## src/rtl/sram_vga_display_if.sv

```systemverilog
// rtl/sram_vga_display_if.sv - client port and SRAM pin bundle for the VGA frame-buffer display
interface sram_vga_display_if;
    // Client port (only honoured during vertical blanking)
    logic [17:0] client_address;
    logic [15:0] client_data_write;
    logic        client_read;
    logic        client_write;
    // Shared completion path (pixel fetcher and client)
    logic [15:0] data_read;
    logic        ready;
    // Asynchronous SRAM pins, control strobes active-low
    logic [17:0] sram_address;
    logic [15:0] data_pins_in;
    logic [15:0] data_pins_out;
    logic        data_pins_out_en;
    logic        oe;
    logic        cs;
    logic        we;

    modport master (
        input  client_address, client_data_write, client_read, client_write, data_pins_in,
        output data_read, ready, sram_address, data_pins_out, data_pins_out_en, oe, cs, we
    );

    modport slave (
        output client_address, client_data_write, client_read, client_write, data_pins_in,
        input  data_read, ready, sram_address, data_pins_out, data_pins_out_en, oe, cs, we
    );
endinterface

```

## src/rtl/sram_vga_display.sv

```systemverilog
// rtl/sram_vga_display.sv - 640x480 1bpp VGA raster with SRAM frame buffer and blanking-time client port
module sram_vga_display (
    input  logic                      clk,
    input  logic                      reset,
    sram_vga_display_if.master        bus,
    output logic                      hsync_o,
    output logic                      vsync_o,
    output logic                      blank_o,
    output logic                      lower_blank_o,
    output logic [10:0]               hcounter_o,
    output logic [9:0]                vcounter_o,
    output logic [7:0]                pixels_o
);
    localparam logic [10:0] H_LAST    = 11'd799;
    localparam logic [10:0] H_VIS     = 11'd640;
    localparam logic [10:0] H_SYNC_LO = 11'd656;
    localparam logic [10:0] H_SYNC_HI = 11'd751;
    localparam logic [10:0] H_FETCH   = 11'd784;
    localparam logic [9:0]  V_LAST    = 10'd524;
    localparam logic [9:0]  V_VIS     = 10'd480;
    localparam logic [9:0]  V_SYNC_LO = 10'd490;
    localparam logic [9:0]  V_SYNC_HI = 10'd491;
    localparam logic [5:0]  WORDS     = 6'd40;

    typedef enum logic [2:0] {IDLE, READ1, READ2, WRITE1, WRITE2} state_t;

    logic [10:0] h_q;
    logic [9:0]  v_q;
    logic        own_client;
    logic        fetch_rd;
    logic [17:0] fetch_addr;
    logic [5:0]  next_idx;
    logic [9:0]  next_line;
    logic        line_start_fetch;
    logic [17:0] req_addr_d, req_addr_q;
    logic [15:0] req_wdata_d, req_wdata_q;
    logic        req_rd_d, req_rd_q, req_wr_d, req_wr_q;
    state_t      state_d, state_q;
    logic        start, capture, done;
    logic [17:0] addr_q;
    logic [15:0] wdata_q, data_read_q, pf_q, shift_q;
    logic        ready_q;
    logic        cur_bit;

    // Word address of the first word of a line: line*40
    function automatic logic [17:0] line_base(input logic [9:0] line);
        return ({8'd0, line} << 5) + ({8'd0, line} << 3);
    endfunction

    // Raster position counters
    always_ff @(posedge clk or posedge reset) begin
        if (reset) begin
            h_q <= '0;
            v_q <= '0;
        end else if (h_q == H_LAST) begin
            h_q <= '0;
            v_q <= (v_q == V_LAST) ? 10'd0 : v_q + 10'd1;
        end else begin
            h_q <= h_q + 11'd1;
        end
    end

    // Sync/blank decode and pixel output; column 0 of a word comes straight from the prefetch register
    always_comb begin
        hcounter_o    = h_q;
        vcounter_o    = v_q;
        lower_blank_o = (v_q >= V_VIS);
        blank_o       = (h_q >= H_VIS) || lower_blank_o;
        hsync_o       = !((h_q >= H_SYNC_LO) && (h_q <= H_SYNC_HI));
        vsync_o       = !((v_q >= V_SYNC_LO) && (v_q <= V_SYNC_HI));
        cur_bit       = (h_q[3:0] == 4'd0) ? pf_q[15] : shift_q[15];
        pixels_o      = (cur_bit && !blank_o) ? 8'hFF : 8'h00;
    end

    // Pixel fetcher requests and the ownership mux; the line-0 prefetch at the end of line 524
    // belongs to the fetcher, so the client gives up the last 16 clocks of that line
    always_comb begin
        own_client       = lower_blank_o && !((v_q == V_LAST) && (h_q >= H_FETCH));
        next_idx         = h_q[9:4] + 6'd1;
        next_line        = (v_q == V_LAST) ? 10'd0 : v_q + 10'd1;
        line_start_fetch = (h_q == H_FETCH) && ((v_q < V_VIS - 10'd1) || (v_q == V_LAST));
        fetch_rd         = line_start_fetch || (!blank_o && (h_q[3:0] == 4'd0) && (next_idx < WORDS));
        fetch_addr       = line_start_fetch ? line_base(next_line) : line_base(v_q) + {12'd0, next_idx};
        if (own_client) begin
            req_addr_d  = bus.client_address;
            req_wdata_d = bus.client_data_write;
            req_rd_d    = bus.client_read;
            req_wr_d    = bus.client_write;
        end else begin
            req_addr_d  = fetch_addr;
            req_wdata_d = 16'h0000;
            req_rd_d    = fetch_rd;
            req_wr_d    = 1'b0;
        end
    end

    // Request register between the arbiter and the SRAM controller
    always_ff @(posedge clk or posedge reset) begin
        if (reset) begin
            req_addr_q  <= '0;
            req_wdata_q <= '0;
            req_rd_q    <= 1'b0;
            req_wr_q    <= 1'b0;
        end else begin
            req_addr_q  <= req_addr_d;
            req_wdata_q <= req_wdata_d;
            req_rd_q    <= req_rd_d;
            req_wr_q    <= req_wr_d;
        end
    end

    // SRAM controller state register
    always_ff @(posedge clk or posedge reset) begin
        if (reset) state_q <= IDLE;
        else       state_q <= state_d;
    end

    // SRAM controller next state and pin strobes; strobes decode from state so reset releases them at once
    always_comb begin
        state_d              = state_q;
        bus.cs               = 1'b1;
        bus.oe               = 1'b1;
        bus.we               = 1'b1;
        bus.data_pins_out_en = 1'b0;
        start                = 1'b0;
        capture              = 1'b0;
        done                 = 1'b0;
        case (state_q)
            IDLE: begin
                if (req_wr_q) begin
                    state_d = WRITE1;
                    start   = 1'b1;
                end else if (req_rd_q) begin
                    state_d = READ1;
                    start   = 1'b1;
                end
            end
            READ1: begin
                bus.cs  = 1'b0;
                bus.oe  = 1'b0;
                state_d = READ2;
            end
            READ2: begin
                bus.cs  = 1'b0;
                bus.oe  = 1'b0;
                capture = 1'b1;
                state_d = IDLE;
            end
            WRITE1: begin
                bus.cs               = 1'b0;
                bus.we               = 1'b0;
                bus.data_pins_out_en = 1'b1;
                state_d              = WRITE2;
            end
            WRITE2: begin
                bus.cs  = 1'b0;
                done    = 1'b1;
                state_d = IDLE;
            end
            default: state_d = IDLE;
        endcase
    end

    // Transaction latches, read data, completion strobe, prefetch and pixel shift registers
    always_ff @(posedge clk or posedge reset) begin
        if (reset) begin
            addr_q      <= '0;
            wdata_q     <= '0;
            data_read_q <= '0;
            ready_q     <= 1'b0;
            pf_q        <= '0;
            shift_q     <= '0;
        end else begin
            ready_q <= capture | done;
            if (start) begin
                addr_q  <= req_addr_q;
                wdata_q <= req_wdata_q;
            end
            if (capture) data_read_q <= bus.data_pins_in;
            if (ready_q && !own_client) pf_q <= data_read_q;
            if (h_q[3:0] == 4'd0) shift_q <= {pf_q[14:0], 1'b0};
            else                  shift_q <= {shift_q[14:0], 1'b0};
        end
    end

    assign bus.sram_address  = addr_q;
    assign bus.data_pins_out = wdata_q;
    assign bus.data_read     = data_read_q;
    assign bus.ready         = ready_q;
endmodule

```

## src/flat_wrapper.sv

```systemverilog
// flat-port wrapper written by rule: the top's interface ports become plain ports
module sram_vga_display_flat 
  (clk, reset, hsync_o, vsync_o, blank_o, lower_blank_o, hcounter_o, vcounter_o, pixels_o, bus_client_address, bus_client_data_write, bus_client_read, bus_client_write, bus_data_pins_in, bus_data_read, bus_ready, bus_sram_address, bus_data_pins_out, bus_data_pins_out_en, bus_oe, bus_cs, bus_we);
  sram_vga_display_if bus_i ();
  input  logic clk;
  input  logic reset;
  output logic hsync_o;
  output logic vsync_o;
  output logic blank_o;
  output logic lower_blank_o;
  output logic [10:0] hcounter_o;
  output logic [9:0] vcounter_o;
  output logic [7:0] pixels_o;
  input wire logic [$bits(bus_i.client_address)-1:0] bus_client_address;
  input wire logic [$bits(bus_i.client_data_write)-1:0] bus_client_data_write;
  input wire logic [$bits(bus_i.client_read)-1:0] bus_client_read;
  input wire logic [$bits(bus_i.client_write)-1:0] bus_client_write;
  input wire logic [$bits(bus_i.data_pins_in)-1:0] bus_data_pins_in;
  output wire logic [$bits(bus_i.data_read)-1:0] bus_data_read;
  output wire logic [$bits(bus_i.ready)-1:0] bus_ready;
  output wire logic [$bits(bus_i.sram_address)-1:0] bus_sram_address;
  output wire logic [$bits(bus_i.data_pins_out)-1:0] bus_data_pins_out;
  output wire logic [$bits(bus_i.data_pins_out_en)-1:0] bus_data_pins_out_en;
  output wire logic [$bits(bus_i.oe)-1:0] bus_oe;
  output wire logic [$bits(bus_i.cs)-1:0] bus_cs;
  output wire logic [$bits(bus_i.we)-1:0] bus_we;
  assign bus_i.client_address = bus_client_address;
  assign bus_i.client_data_write = bus_client_data_write;
  assign bus_i.client_read = bus_client_read;
  assign bus_i.client_write = bus_client_write;
  assign bus_i.data_pins_in = bus_data_pins_in;
  assign bus_data_read = bus_i.data_read;
  assign bus_ready = bus_i.ready;
  assign bus_sram_address = bus_i.sram_address;
  assign bus_data_pins_out = bus_i.data_pins_out;
  assign bus_data_pins_out_en = bus_i.data_pins_out_en;
  assign bus_oe = bus_i.oe;
  assign bus_cs = bus_i.cs;
  assign bus_we = bus_i.we;
  sram_vga_display u_core (.clk(clk), .reset(reset), .bus(bus_i), .hsync_o(hsync_o), .vsync_o(vsync_o), .blank_o(blank_o), .lower_blank_o(lower_blank_o), .hcounter_o(hcounter_o), .vcounter_o(vcounter_o), .pixels_o(pixels_o));
endmodule
```

## config.mk

```make
export PLATFORM = sky130hd
export DESIGN_NAME = sram_vga_display_flat
export DESIGN_NICKNAME = d
export VERILOG_FILES = /design/src/rtl/sram_vga_display_if.sv /design/src/rtl/sram_vga_display.sv /design/src/flat_wrapper.sv
export SDC_FILE = /design/constraint.sdc
export NUM_CORES = 1
export LEC_CHECK = 0
export ABC_AREA = 1
export CAP_MARGIN = 10
export CORE_MARGIN = 2
export CORE_UTILIZATION = 55
export CTS_CLUSTER_SIZE = 14
export DETAILED_ROUTE_END_ITERATION = 8
export PLACE_DENSITY = 0.89
export REMOVE_ABC_BUFFERS = 1
export SLEW_MARGIN = 5
export SYNTH_ARGS = -nofsm -noshare
export SYNTH_HDL_FRONTEND = slang
export SYNTH_SLANG_ARGS = --single-unit
```

## constraint.sdc

```tcl
create_clock -name clk -period 9.6 [get_ports clk]
set_input_delay 1.44 -clock clk [delete_from_list [all_inputs] [get_ports clk]]
set_output_delay 1.44 -clock clk [all_outputs]
set_load 0.05 [all_outputs]
```

== Word level (Yosys, flattened, before mapping) ==
Cells that the tools add are included.
Cells by class
  $add $sub $neg: 6
  magnitude comparators: 9
  equal/unequal tests: 8
  multiplexer cells: 22
  bitwise operators: 1
  reductions and logical operators: 21
Operator list (number)
  $mux 18: 2
  $ge 11x10->1 const B: 3
  $add 15x13->16: 2
  $mux 16: 2
  $eq 11x10->1 const B: 2
  $ge 10x9->1 const B: 2
  $add 18x6->18: 1
  $mux 1: 12
  $add 11x1->11 const B: 1
  $le 11x10->1 const B: 1
  $mux 11: 1
  $add 10x1->10 const B: 1
  $eq 10x10->1 const B: 1
  $le 10x9->1 const B: 1
  $lt 10x9->1 const B: 1
  $mux 10: 1
  $logic_and 1x1->1: 9
  $pmux 3 s3: 1
  $mux 8: 1
  $add 6x1->6 const B: 1
  $eq 3x2->1 const B: 2
  $lt 6x6->1 const B: 1
  $mux 3: 2
  $logic_not 1->1: 5
  other kinds (9): 11
Word-level totals
  register bits after elaboration: 143
  output and inout bits: 88
  word-level logic and storage cells: 80

== Logic depth before layout (Yosys ltp) ==
Gate-level depths: netlist of run 1.
  word-level depth: 7
  mapped depth: 20

== Worst setup path before layout of run 1 ==
Ideal clock, no wire load.
  path type: register to output
  start: reg u_core.v_q[9] (netlist: u_core.vcounter_o[9])
  end: out pixels_o[1]
  data arrival time: 3358 ps
  required time: 8160 ps
  setup slack: 4802 ps
  stages on the path, launching flop included: 7
  buffers on the path: 2
  cells stage by stage: dfrtp_1 -> buf_4 -> nor3_4 -> a21oi_2 -> o2111ai_1 -> a21oi_1 -> buf_4
On the way
  longest elaborated chain between the ends: 5
Ends and longest elaborated chain
  start: declaration: line sram_vga_display.sv:28  | logic [9:0] v_q;
  start signal: assignment: line sram_vga_display.sv:57  | v_q <= (v_q == V_LAST) ? 10'd0 : v_q + 10'd1;
  $ge 10x9->1: line sram_vga_display.sv:67  | lower_blank_o = (v_q >= V_VIS);
  $logic_or 1x1->1: line sram_vga_display.sv:68  | blank_o = (h_q >= H_VIS) || lower_blank_o;
  net blank_o: line flat_wrapper.sv:9  | output logic blank_o;
  $logic_not 1->1: line sram_vga_display.sv:72  | pixels_o = (cur_bit && !blank_o) ? 8'hFF : 8'h00;
  $logic_and 1x1->1: line sram_vga_display.sv:72
  $mux 8: line sram_vga_display.sv:72
  end: declaration: line flat_wrapper.sv:13  | output logic [7:0] pixels_o;
The timed path passes the listed nets, and every way through them passes these cells.

== Final worst setup path of run 1 ==
  start: reg u_core.h_q[0] (netlist: u_core.hcounter_o[0])
  end: out pixels_o[6]
On the way
  longest elaborated chain between the ends: 5
Ends and longest elaborated chain
  start: declaration: line sram_vga_display.sv:27  | logic [10:0] h_q;
  start signal: assignment: line sram_vga_display.sv:59  | h_q <= h_q + 11'd1;
  $ge 11x10->1: line sram_vga_display.sv:68
  $logic_or 1x1->1: line sram_vga_display.sv:68
  $logic_not 1->1: line sram_vga_display.sv:72
  $logic_and 1x1->1 (*): line sram_vga_display.sv:72
  $mux 8 (*): line sram_vga_display.sv:72
Every way passes the cells marked *; elsewhere a longest branch is shown, timed or not.

==> flow_summary.json, run 1 <==
{
  "io-pin-count": 142,
  "postCtsSetupBuffers": 0,
  "power_mw": 1.33,
  "status": "finished clean",
  "cp.required_ps": 8160,
  "grt_antenna_before_repair": 0,
  "fillCellCount": 927,
  "routabilityCongestion": 0.910,
  "dr.pass1.iters": 7,
  "crit_type": "flip-flop to output port",
  "r2r_end": "u_core.req_addr_q[13]$_DFF_PP0_",
  "timing.fmax_mhz": 203,
  "min_path_cells": 2,
  "synth_cell_types": 43,
  "cts.sinks": 142,
  "finalCritPeriodShare_pct": 51.3,
  "syn_to_final_growth_pct": 28.5,
  "reg2reg_depth": 17,
  "ant_nets": 0,
  "ys_async_sr_fraction_pct": 100,
  "hold-worst-slack_ps": 436,
  "rows": 41,
  "drive_gt1_share_pct": 6.30,
  "clkTransAtPathRegs_ps": 70,
  "rsz0062_at_grt": "false",
  "synth_seq_cells": 142,
  "endpoint_kind": "output port",
  "port_buffers": 141,
  "grt_util_all_layers_pct": 26.6,
  "die_w_um": 118,
  "multi_input_area_um2": 3020,
  "final_common_cell": "nand2_1",
  "drtIter0Drc": 422,
  "synthesis.area_um2": 7200,
  "grt_max_degree": 74,
  "synthCells": 888,
  "grt_pass1_vias": 6141,
  "cp-start-kind": "flip-flop",
  "hold_viol": 0,
  "cp_max_fo": 31,
  "slew_headroom_pct": 32.7,
  "clock-skew-final_ps": 9.30,
  "p_leak_nw": 4.77,
  "drv_slew": 0,
  "htree_levels": 4,
  "synth_edf_count": 0,
  "grt_pass1_wl_um": 29600,
  "tightestPinTransition_ps": 1000,
  "cts_buffer_depth": 2,
  "die_h_um": 118,
  "wirelength_um": 18000,
  "nets": 1103,
  "drc_errors": 0,
  "setup_tns_ps": 0,
  "initial_core_util_pct": 56.6,
  "finalSetupViolations": 0,
  "r2r_start": "u_core.vcounter_o[1]$_DFFE_PP0N_",
  "vias": 6237,
  "cap_violations": 0,
  "crit_arrival_ps": 3490,
  "clock_latency_ps": 430,
  "dieArea_um2": 14000,
  "tritoncts": "yes",
  "wl_per_cell_um": 14.9,
  "fin_crit_ps": 4930,
  "cts-root-buf": "clkbuf_16",
  "power-per-cell-area_nw_per_um2": 144,
  "yosysSeqAreaShare_pct": 49.4,
  "detail_route.vias_per_cell": 5.18,
  "regArea_um2": 3550,
  "postCtsResizedCells": 0,
  "cts_buffers": 17,
  "hold_path_class": "flip-flop to flip-flop",
  "coreArea_um2": 12700,
  "ys.flop_type": "dfrtp_1",
  "cp-endpoint": "pixels_o[6]",
  "dpl.hpwl_um": 12400,
  "r2r_slack_ps": 6220,
  "postCtsHoldBufs": 0,
  "mostFrequentLayoutCells": "268 x nand2_1, 142 x dfrtp_1, 141 x clkdlybuf4s50_1",
  "max-vdd-ir-drop_v": 0.0000846,
  "crit_start": "u_core.hcounter_o[0]$_DFF_PP0_",
  "ys_warn_count": 0,
  "grt.overflow.total": 0,
  "synth_area_per_cell_um2": 8.10
}
## how the worst min path moves through the flow
stage	start	slack, ps	to
floorplan	u_core.req_wdata_q[0]$_DFF_PP0_	420	u_core.bus.data_pins_out[0]$_DFFE_PP0P_
global placement	u_core.req_wdata_q[2]$_DFF_PP0_	420	u_core.bus.data_pins_out[2]$_DFFE_PP0P_
detailed placement	u_core.req_addr_q[6]$_DFF_PP0_	420	u_core.bus.sram_address[6]$_DFFE_PP0P_
CTS	u_core.req_wdata_q[4]$_DFF_PP0_	440	u_core.bus.data_pins_out[4]$_DFFE_PP0P_
global route	u_core.req_addr_q[3]$_DFF_PP0_	450	u_core.bus.sram_address[3]$_DFFE_PP0P_
finish	u_core.req_wdata_q[4]$_DFF_PP0_	440	u_core.bus.data_pins_out[4]$_DFFE_PP0P_
## Yosys cell counts, drive strengths merged, types with 2 or more instances
cell type	count	area [um^2]
nand2	271	1020
o21ai	48	240
xor2	10	87.6
mux2	13	146
buf	20	136
or2	4	25.0
dfrtp	142	3550
nor2	91	342
nor3	11	77.6
nand4	4	25.0
a21oi	40	208
o211ai	4	35.0
nand3	51	260
a31oi	3	18.8
ha	28	350
nand3b	3	22.5
clkbuf	13	50.0
xnor2	2	17.5
inv	116	435
fa	3	60.1
## flip-flops by register name (all words and copies together) (netlist names)
name                      cells
u_core.bus.sram_address      18
u_core.req_addr_q            18
u_core.bus.data_pins_out     16
u_core.bus.data_read         16
u_core.pf_q                  16
u_core.req_wdata_q           16
u_core.shift_q               15
u_core.hcounter_o            11
u_core.vcounter_o            10
u_core.state_q                3
u_core.bus.ready              1
u_core.req_rd_q               1
u_core.req_wr_q               1
## through the flow
| stage | setup WS, ps | util (%) | cell area [um^2] | instances |
|---|---|---|---|---|
| final | 4670 | 72.7 | 9250 | 1204 |
| after global routing | 4420 | 72.7 | 9250 | 1203 |
| after CTS | 4630 | 72.7 | 9250 | 1203 |
| after detailed placement | 5130 | 68.1 | 8660 | 1171 |
| after global placement | 5360 | 68.1 | 8660 | 1171 |
| after floorplan | 520 | - | 7010 | 855 |
## cells by family after synthesis
group / after synthesis / synth area share [%]
adder cells (fa/ha/maj): 31 / 5.70
XOR/XNOR: 12 / 1.46
multiplexers: 13 / 2.03
buffers and inverters: 150 / 8.69
flip-flops: 142 / 49.4
AND/OR/NAND/NOR: 436 / 24.8
AO/OA/AOI/OAI: 104 / 7.95
## routing by layer
metal  part of all wire [%]  GRT usage, %  wire, um
met3                    5.6          6.66      1010
met2                     50          45.5      8970
met1                     42          32.7      7630
met4                    2.0          9.52       357
met5                      0             0         0
## where the power goes
part / internal, mW / switching, mW
sequential: 0.608 / 0.00485
combinational: 0.0331 / 0.0426
clock: 0.365 / 0.280
total: 1.01 / 0.328
## final cells by class
type | count | share of cell area, %
Timing Repair Buffer | 144 | 15.5
Clock inverter | 15 | 1.70
Inverter | 117 | 4.80
Sequential cell | 142 | 38.4
Tap cell | 172 | 2.33
Antenna cell | 1 | 0.0271
Multi-Input combinational cell | 596 | 32.6
Clock buffer | 17 | 4.60
## worst max-delay path: stages (launching register included)
cell             delay [ps]
dfrtp_1                 410
inv_1                   130
ha_1                    160
nand2_1                 540
inv_1                   310
nand2_1                  90
a21oi_1                 480
clkdlybuf4s50_1         930
(Power assumes the default switching activity.)
==> run 2: changes to the inputs <==
CORE_UTILIZATION = 52   (was 55)
PLACE_DENSITY = 0.85   (was 0.89)
clock period = 5 ns   (was 9.6 ns; I/O delays follow)
==> run 2 against run 1 <==
- critical path depth unchanged
- sequential cell count did not move
- register-to-register slack worse by 4600 ps
- core utilization down 3.7 points
- largest cell class unchanged
- largest power group unchanged
- highest routed layer unchanged
==> flow_summary.json, run 2 (synthesized netlist as in run 1, its figures left out) <==
{
  "final_common_cell": "nand2_1",
  "drive_gt1_share_pct": 6.21,
  "mostFrequentLayoutCells": "268 x nand2_1, 142 x dfrtp_1, 141 x clkdlybuf4s50_1",
  "drc_errors": 0,
  "cts_buffers": 17,
  "cts.sinks": 142,
  "nets": 1102,
  "drv_slew": 0,
  "crit_arrival_ps": 3420,
  "finalSetupViolations": 0,
  "endpoint_kind": "output port",
  "hp-start": "u_core.req_addr_q[1]$_DFF_PP0_",
  "rows": 42,
  "hold_viol": 0,
  "dieArea_um2": 14800,
  "top_layer": "met4",
  "die_w_um": 122,
  "wl_met2_um": 8620,
  "htree_levels": 4,
  "dpl.hpwl_um": 12300,
  "grt_pass1_vias": 6171,
  "ant_nets": 0,
  "tightestPinTransition_ps": 978,
  "grt_max_degree": 111,
  "cp_max_fo": 31,
  "cts_buffer_depth": 2,
  "detail_route.vias_per_cell": 5.11,
  "vias": 6165,
  "wirelength_um": 17700,
  "fin_crit_ps": 4170,
  "tritoncts": "yes",
  "max-vdd-ir-drop_v": 0.000205,
  "setup_ws_ps": 829,
  "wl_per_cell_um": 14.7,
  "hold-worst-slack_ps": 439,
  "wl_met3_um": 976,
  "crit_start": "u_core.hcounter_o[0]$_DFF_PP0_",
  "r2r_start": "u_core.hcounter_o[5]$_DFF_PP0_",
  "grt.overflow.total": 0,
  "slew_headroom_pct": 34.6,
  "rsz0062_at_grt": "false",
  "drtIter0Drc": 382,
  "grt_pass1_wl_um": 29500,
  "io-pin-count": 142,
  "pre_cts_ws_ps": 1300,
  "dr.pass1.iters": 8,
  "cts-root-buf": "clkbuf_16",
  "die_h_um": 122,
  "hold_path_class": "flip-flop to flip-flop",
  "finalCritPeriodShare_pct": 83.4,
  "initial_core_util_pct": 53.7,
  "p_leak_nw": 4.76,
  "grt_antenna_before_repair": 0,
  "antenna_cells": 0,
  "stdcell_count": 1206,
  "grt_util_all_layers_pct": 25.5,
  "routabilityCongestion": 0.882,
  "setup_tns_ps": 0,
  "syn_to_final_growth_pct": 28.6,
  "clock_latency_ps": 420,
  "postCtsResizedCells": 0,
  "cp-start-kind": "flip-flop",
  "power-per-cell-area_nw_per_um2": 279,
  "postCtsHoldBufs": 0,
  "cp.required_ps": 4250,
  "status": "finished clean",
  "clock-skew-final_ps": 11.7,
  "wl_met1_um": 7790,
  "coreArea_um2": 13400,
  "clkTransAtPathRegs_ps": 60,
  "power_mw": 2.58,
  "dp.cells": 1174,
  "port_buffers": 141,
  "timing.fmax_mhz": 240,
  "crit_type": "flip-flop to output port",
  "cap_violations": 0,
  "postCtsSetupBuffers": 0,
  "fillCellCount": 1028
}
[run 2: final timing paths]
kind	slack, ps	depth (start not counted)	end
worst max-delay path	830	7	pixels_o[2]
worst max register to register	1660	11	u_core.pf_q[11]$_DFFE_PP0P_
worst min register to register	440	2	u_core.bus.sram_address[1]$_DFFE_PP0P_
max in group asynchronous	3070	3	u_core.req_wdata_q[5]$_DFF_PP0_
min in group asynchronous	900	2	u_core.bus.data_read[3]$_DFFE_PP0P_
worst min-delay path	440	2	u_core.bus.sram_address[1]$_DFFE_PP0P_
[run 2: final cells by class]
class | count | area (um^2) | share of cell area, %
Multi-Input combinational cell | 596 | 3020 | 32.6
Tap cell | 176 | 220 | 2.38
Timing Repair Buffer | 143 | 1430 | 15.4
Clock inverter | 12 | 124 | 1.34
Clock buffer | 20 | 467 | 5.04
Sequential cell | 142 | 3550 | 38.4
Inverter | 117 | 444 | 4.80
[run 2: through the flow]
| step | utilization (%) | area, um^2 |
|---|---|---|
| floorplan | - | 7010 |
| global placement | 64.6 | 8660 |
| detailed placement | 64.6 | 8660 |
| CTS | 69.0 | 9250 |
| global route | 69.0 | 9250 |
| finish | 69.0 | 9250 |
[run 2: worst max-delay path: stages, from the launching register on]
cell and delay, ps:
dfrtp_1 410, inv_1 120, ha_1 150, nand2_1 550
inv_1 280, nand2_1 80, a21oi_1 470, clkdlybuf4s50_1 920
[run 2: per-layer routing]
layer	global-route usage, %	up-vias
met5	0	-
met4	9.27	0
li1	-	3042
met1	33.1	2901
met3	5.38	26
met2	42.4	196
[run 2: power by group]
| part | leakage [nW] | switching, mW | internal [mW] |
|---|---|---|---|
| combinational | 2.64 | 0.0840 | 0.0636 |
| clock | 0.278 | 0.519 | 0.735 |
| sequential | 1.84 | 0.00973 | 1.17 |
| total | 4.76 | 0.612 | 1.97 |
